File: config.mk
export PLATFORM = sky130hd
export DESIGN_NAME = step_motor_controller
export DESIGN_NICKNAME = d
export VERILOG_FILES = /design/src/rtl/step_motor_controller.sv
export SDC_FILE = /design/constraint.sdc
export NUM_CORES = 1
export LEC_CHECK = 0
export BUFFER_PORTS_ARGS = -buffer_cell sky130_fd_sc_hd__buf_2
export CORE_MARGIN = 2
export CORE_UTILIZATION = 45
export DETAILED_ROUTE_END_ITERATION = 8
export PLACE_DENSITY = 0.63
export SYNTH_ARGS = -nofsm -noshare
export SYNTH_HDL_FRONTEND = slang
export SYNTH_SLANG_ARGS = --single-unit
export TNS_END_PERCENT = 20
File: constraint.sdc
create_clock -name clk -period 3.5 [get_ports clk]
set_input_delay 0.7 -clock clk [delete_from_list [all_inputs] [get_ports clk]]
set_output_delay 0.7 -clock clk [all_outputs]
set_load 0.01 [all_outputs]
File: src/rtl/step_motor_controller.sv
// Full-step stepper controller: debounced-free speed buttons, per-speed step timer,
// four-phase coil sequencer and a free-running one-hot digit scanner.
module step_motor_controller #(
  parameter int unsigned PERIOD_1    = 4000000,
  parameter int unsigned PERIOD_2    = 2000000,
  parameter int unsigned PERIOD_3    = 1000000,
  parameter int unsigned SCAN_PERIOD = 100000
) (
  input  logic       clk,
  input  logic       resetN,
  input  logic       speedUp,
  input  logic       speedDown,
  input  logic       direction,
  input  logic       motorEnable,
  output logic [1:0] motorSpeed,
  output logic [3:0] switchEnabler,
  output logic [3:0] coils,
  output logic       stepPulse
);

  localparam int unsigned PMAX = (PERIOD_1 >= PERIOD_2) ?
                                 ((PERIOD_1 >= PERIOD_3) ? PERIOD_1 : PERIOD_3) :
                                 ((PERIOD_2 >= PERIOD_3) ? PERIOD_2 : PERIOD_3);
  localparam int unsigned TW = $clog2(PMAX + 1);
  localparam int unsigned SW = $clog2(SCAN_PERIOD + 1);
  localparam logic [TW-1:0] P1_LAST   = TW'(PERIOD_1 - 1);
  localparam logic [TW-1:0] P2_LAST   = TW'(PERIOD_2 - 1);
  localparam logic [TW-1:0] P3_LAST   = TW'(PERIOD_3 - 1);
  localparam logic [SW-1:0] SCAN_LAST = SW'(SCAN_PERIOD - 1);

  typedef enum logic [1:0] {PH0, PH1, PH2, PH3} phase_e;

  logic          up_meta_q, up_sync_q, up_prev_q, up_arm_q, up_arm_d;
  logic          dn_meta_q, dn_sync_q, dn_prev_q, dn_arm_q, dn_arm_d;
  logic          settled_q;
  logic          up_pulse, dn_pulse;
  logic [1:0]    speed_q, speed_d;
  logic          speed_chg, running, tick;
  logic [TW-1:0] period_last, timer_q, timer_d;
  logic          step_q, step_d;
  phase_e        phase_q, phase_d;
  logic [3:0]    coils_q, coils_d;
  logic [SW-1:0] scan_q, scan_d;
  logic [3:0]    sel_q, sel_d;

  always_comb begin
    // A button is armed only once it has been seen low after reset, so a press
    // held through reset release cannot fire until released and pressed again.
    up_arm_d = up_arm_q | (settled_q & ~up_meta_q);
    dn_arm_d = dn_arm_q | (settled_q & ~dn_meta_q);
    up_pulse = up_sync_q & ~up_prev_q & up_arm_q;
    dn_pulse = dn_sync_q & ~dn_prev_q & dn_arm_q;

    speed_d = speed_q;
    if (up_pulse && !dn_pulse && speed_q != 2'd3)      speed_d = speed_q + 2'd1;
    else if (dn_pulse && !up_pulse && speed_q != 2'd0) speed_d = speed_q - 2'd1;
    speed_chg = (speed_d != speed_q);

    case (speed_q)
      2'd1:    period_last = P1_LAST;
      2'd2:    period_last = P2_LAST;
      default: period_last = P3_LAST;
    endcase

    running = motorEnable && (speed_q != 2'd0);
    tick    = running && !speed_chg && (timer_q == period_last);
    timer_d = (!running || speed_chg || tick) ? '0 : timer_q + 1'b1;
    step_d  = tick;

    phase_d = phase_q;
    if (tick) begin
      case (phase_q)
        PH0:     phase_d = direction ? PH1 : PH3;
        PH1:     phase_d = direction ? PH2 : PH0;
        PH2:     phase_d = direction ? PH3 : PH1;
        default: phase_d = direction ? PH0 : PH2;
      endcase
    end

    coils_d = '0;
    if (speed_d != 2'd0 && motorEnable) begin
      case (phase_d)
        PH0:     coils_d = 4'b1100;
        PH1:     coils_d = 4'b0110;
        PH2:     coils_d = 4'b0011;
        default: coils_d = 4'b1001;
      endcase
    end

    scan_d = scan_q + 1'b1;
    sel_d  = sel_q;
    if (scan_q == SCAN_LAST) begin
      scan_d = '0;
      sel_d  = {sel_q[2:0], sel_q[3]};
    end
  end

  always_ff @(posedge clk or negedge resetN) begin
    if (!resetN) begin
      up_meta_q <= 1'b0;
      up_sync_q <= 1'b0;
      up_prev_q <= 1'b0;
      up_arm_q  <= 1'b0;
      dn_meta_q <= 1'b0;
      dn_sync_q <= 1'b0;
      dn_prev_q <= 1'b0;
      dn_arm_q  <= 1'b0;
      settled_q <= 1'b0;
      speed_q   <= '0;
      timer_q   <= '0;
      step_q    <= 1'b0;
      phase_q   <= PH0;
      coils_q   <= '0;
      scan_q    <= '0;
      sel_q     <= 4'b0001;
    end else begin
      up_meta_q <= speedUp;
      up_sync_q <= up_meta_q;
      up_prev_q <= up_sync_q;
      up_arm_q  <= up_arm_d;
      dn_meta_q <= speedDown;
      dn_sync_q <= dn_meta_q;
      dn_prev_q <= dn_sync_q;
      dn_arm_q  <= dn_arm_d;
      settled_q <= 1'b1;
      speed_q   <= speed_d;
      timer_q   <= timer_d;
      step_q    <= step_d;
      phase_q   <= phase_d;
      coils_q   <= coils_d;
      scan_q    <= scan_d;
      sel_q     <= sel_d;
    end
  end

  assign motorSpeed    = speed_q;
  assign switchEnabler = sel_q;
  assign coils         = coils_q;
  assign stepPulse     = step_q;

endmodule

Word level (Yosys, flattened, before mapping)
Index checks and enable logic that the tools add are counted.

word-level totals
  word-level logic and storage cells = 73
  input port bits = 6
  register bits = 61
  output and inout port bits = 11

cells by class
  mux-type cells = 13
  bitwise gates (word level) = 12
  eq/ne operators = 10
  reductions and logical operators = 18
  add/sub/neg operators = 4

operator list
  kind                                                                number
  22-bit case mux with 2 select lines                                 1
  22-bit by 1-bit adder with 22-bit output, second input constant     1
  22-bit == test                                                      1
  22-bit 2-to-1 mux                                                   1
  17-bit by 1-bit adder with 17-bit output, second input constant     1
  17-bit == test, second input constant                               1
  17-bit 2-to-1 mux                                                   1
  2-bit 2-to-1 mux                                                    7
  4-bit case mux with 3 select lines                                  1
  1-bit logical AND                                                   8
  1-bit AND                                                           6
  2-bit by 1-bit == test with 1-bit output, second input constant     3
  2-bit == test, second input constant                                3
  2-bit case mux with 3 select lines                                  1
  1-bit logical NOT                                                   4
  2-bit logical NOT                                                   2
  4-bit 2-to-1 mux                                                    1
  1-bit inverter                                                      4
  2-bit nonzero test                                                  2
  2-bit by 1-bit adder with 2-bit output, second input constant       1
  1-bit logical OR                                                    2
  2-bit != test                                                       1
  2-bit != test, second input constant                                1
  1-bit bitwise OR                                                    2
  2-bit by 1-bit subtractor with 2-bit output, second input constant  1

Depth between registers and ports, before layout
  depth in word-level cells = 16
  gate-level depth with buffers = 10

Least setup slack after synthesis
Ideal clock, no wire load.

  path kind = register to register
  from = register speed_q[0], in the netlist motorSpeed[0]
  to = register coils_q[3], in the netlist coils[3]
  path slack = 701 ps
  cell stages (with the launch flop) = 11
  arrival time = 2668 ps
  clock period less this slack = 2799 ps
  cells stage by stage = dfrtp_1 -> inv_1 -> ha_1 -> nor4bb_1 -> mux2i_1 -> nor4_1 -> nor4b_1 -> xor2_1 -> ha_1 -> inv_1 -> nor2_1

on the way
  longest elaborated chain between the ends = 12

ends and longest elaborated chain
  element                                                                                              line  source
  start: declaration                                                                                   37    logic [1:0] speed_q, speed_d;
  start signal: assignment                                                                             126   speed_q <= speed_d;
  parallel branches: the longest is 7 deep, another holds 2-bit by 1-bit subtractor with 2-bit output  -
  1-bit logical AND (*)                                                                                66    tick = running && !speed_chg && (timer_q == period_last);
  2-bit 2-to-1 mux (*)                                                                                 71    if (tick) begin
  via phase_d[1]                                                                                       41    phase_e phase_q, phase_d;
  2-bit == test, or another cell as far along                                                          82    case (phase_d)
  4-bit case mux with 3 select lines (*)                                                               82
  4-bit 2-to-1 mux (*)                                                                                 81    if (speed_d != 2'd0 && motorEnable) begin
  via coils_d[3]                                                                                       42    logic [3:0] coils_q, coils_d;
  end signal: assignment                                                                               130   coils_q <= coils_d;
  end: declaration                                                                                     42

Mark *: on every way through the listed nets, which the timed path passes.
A chain may end at the register's enable or synchronous reset.

Worst setup path after layout
Same ends and word-level chain as after synthesis.

==> impl_metrics.json <==
{
  "setup_ws_ns": 0.524,
  "ys_seq_area_frac": 0.523,
  "cp_data_required_time_ns": 3.71,
  "synth_flop_cell": "dfrtp_1",
  "start_util": 0.463,
  "synth_edf_count": 0,
  "multi_input_area_um2": 1320,
  "antennaDiodeCount": 0,
  "worstMarginPinSlew_ns": 0.796,
  "antenna_found_initial": 0,
  "vias": 1945,
  "startpoint": "motorSpeed[0]",
  "place_ws_ns": 0.346,
  "dpl.hpwl_um": 3430,
  "crit_fanout": 6,
  "die_x_um": 84.6,
  "yosys_warnings": 0,
  "yosysTopAreaCell": "dfrtp_1",
  "setup_viol_count_final": 0,
  "finalSetupTns_ns": 0,
  "status": "finished clean",
  "arrival_ns": 3.19,
  "seqCellArea_um2": 1530,
  "cts_resized": 0,
  "syn_area_per_cell_um2": 10.7,
  "drtPass1Iterations": 4,
  "leakage_uw": 0.00148,
  "place_congestion": 0.782,
  "wl_per_cell_um": 13.0,
  "min_period_over_period": 0.850,
  "grt_use_total": 0.156,
  "post_cts_buffers": 0,
  "endpoint_kind": "register",
  "grt_max_degree": 44,
  "synthCells": 274,
  "relSlewSlack": 0.462,
  "finalWirelength_um": 4920,
  "synth.distinct_cells": 46,
  "overflow": 0,
  "synth_top_area_share": 0.514,
  "ios": 17,
  "synth_nets": 290,
  "layout_commonest_cell": "dfrtp_1",
  "ys_async_sr_fraction": 1.00,
  "maxSlewViolCount": 0,
  "top_layer": "met4",
  "layout_common_cells": "dfrtp_1, nor2_1, xor2_1",
  "drive_gt1_frac": 0.123,
  "ys_top_cells_by_area": "dfrtp_1, xor2_1, xnor2_1",
  "die_y_um": 84.6,
  "coreArea_um2": 6310,
  "met2_length_um": 2060,
  "ant_nets": 0,
  "grt_first_pass_wirelength_um": 8640,
  "reg2reg_from": "motorSpeed[0]",
  "die_area_um2": 7150,
  "peakVddDrop_v": 0.000324,
  "critPathKind": "reg2reg",
  "drc_errors": 0,
  "ys_seq_elements": 61,
  "power_density_nw_per_um2": 463,
  "grt_pass1_vias": 1877,
  "rsz0062_at_grt": "false",
  "syn_area_um2": 2920,
  "first_iter_violations": 99,
  "finalHoldViolations": 0,
  "wl_met3_um": 150,
  "fmax_mhz": 336,
  "rr_worst_depth": 10,
  "cts.sinks": 61,
  "num_rows": 29,
  "finalClockSkew_ns": 0.0122,
  "endpoint": "coils[3]",
  "area_delta_synth_final_pct": 10.7,
  "cts_hold_buf": 0,
  "final_nets": 312,
  "rrSetupSlack_ns": 0.52,
  "cts_buffers": 9,
  "r2r_end": "coils[3]",
  "clk_pin_slew_worst_paths_ns": 0.06,
  "start_kind": "register",
  "tritoncts": "built",
  "fillers": 610,
  "port_buffers": 16,
  "clockRootBuffer": "clkbuf_8",
  "worstHoldPathType": "in2async",
  "m1WireLength_um": 2630,
  "clockBufferDepth": 2,
  "h-tree-depth": 3,
  "period_minus_slack_ns": 2.98,
  "via_per_inst": 5.15,
  "insertion_delay_ns": 0.34,
  "max-cap-violations": 0
}
## layout make-up
type,count,area share
clock buffers,13,0.0461
clock inverters,3,0.00464
inverters,10,0.0116
multi-input cells,197,0.408
flip-flops and latches,61,0.473
well taps,77,0.0298
repair buffers,17,0.0271
## worst max-delay path, stage by stage, from the launching register on
cell and delay (ns):
dfrtp_1 0.39, inv_1 0.12, ha_1 0.38, nor4bb_1 0.30, mux2i_1 0.13, nor4_1 0.45, nor4b_2 0.40, xor2_1 0.28
ha_1 0.30, inv_1 0.06, nor2_1 0.04
## cells by family (layout without fill, tap and decap cells)
group,Yosys count,after routing,synth area share
simple gates,129,129,0.237
flops,61,61,0.523
compound gates,13,13,0.0317
fa+ha+maj,10,10,0.0428
mux,5,5,0.0201
buf+inv,16,43,0.0274
xor+xnor,39,39,0.117
other cells,1,1,0.00128
## report_power, final
| group | switching, uW | internal (uW) | total (uW) | leakage (uW) |
|---|---|---|---|---|
| clock network | 256 | 273 | 529 | 0.0000872 |
| logic | 133 | 79.1 | 212 | 0.000595 |
| registers | 22.4 | 735 | 757 | 0.000800 |
## flip-flops by register name (all words and copies together) (netlist names)
register       flops
timer_q           22
scan_q            17
coils              4
switchEnabler      4
motorSpeed         2
phase_q            2
dn_arm_q           1
dn_meta_q          1
dn_prev_q          1
dn_sync_q          1
settled_q          1
stepPulse          1
up_arm_q           1
up_meta_q          1
up_prev_q          1
up_sync_q          1
## per-stage QoR
step	cells	instance area (um2)	util	hold slack (ns)	power [uW]
6_report	378	3230	0.512	0.295	1500
4_1_cts	378	3230	0.511	0.288	1530
3_3_place_gp	362	3060	0.485	0.356	985
5_1_grt	378	3230	0.512	0.305	1590
3_5_place_dp	362	3060	0.485	0.360	987
2_1_floorplan	274	2920	-	0.354	913
## worst min path at each step
stage | to | slack [ns]
6_report | dn_prev_q | 0.29
2_1_floorplan | dn_sync_q | 0.35
3_3_place_gp | dn_sync_q | 0.36
4_1_cts | up_meta_q | 0.29
5_1_grt | up_prev_q | 0.30
3_5_place_dp | dn_sync_q | 0.36
## metal layers
metal	vias to the layer above	GRT usage
li1	981	-
met1	935	0.217
met2	23	0.218
met3	6	0.0501
met4	0	0.0779
met5	-	0
## synthesized netlist by cell type (3+ instances only)
cell	n
nor3_1	7
inv_1	10
nand2_1	18
clkbuf_1	3
xor2_1	21
nand3b_1	3
ha_1	10
nor4b_1	3
nand3_1	12
a21o_1	3
xnor2_1	18
and4_1	5
nor2_1	41
dfrtp_1	60
nor4bb_1	3
nor2b_1	5
mux2_2	3
nand4_1	9
and3_1	8
Power figures use the tool's default switching activity.
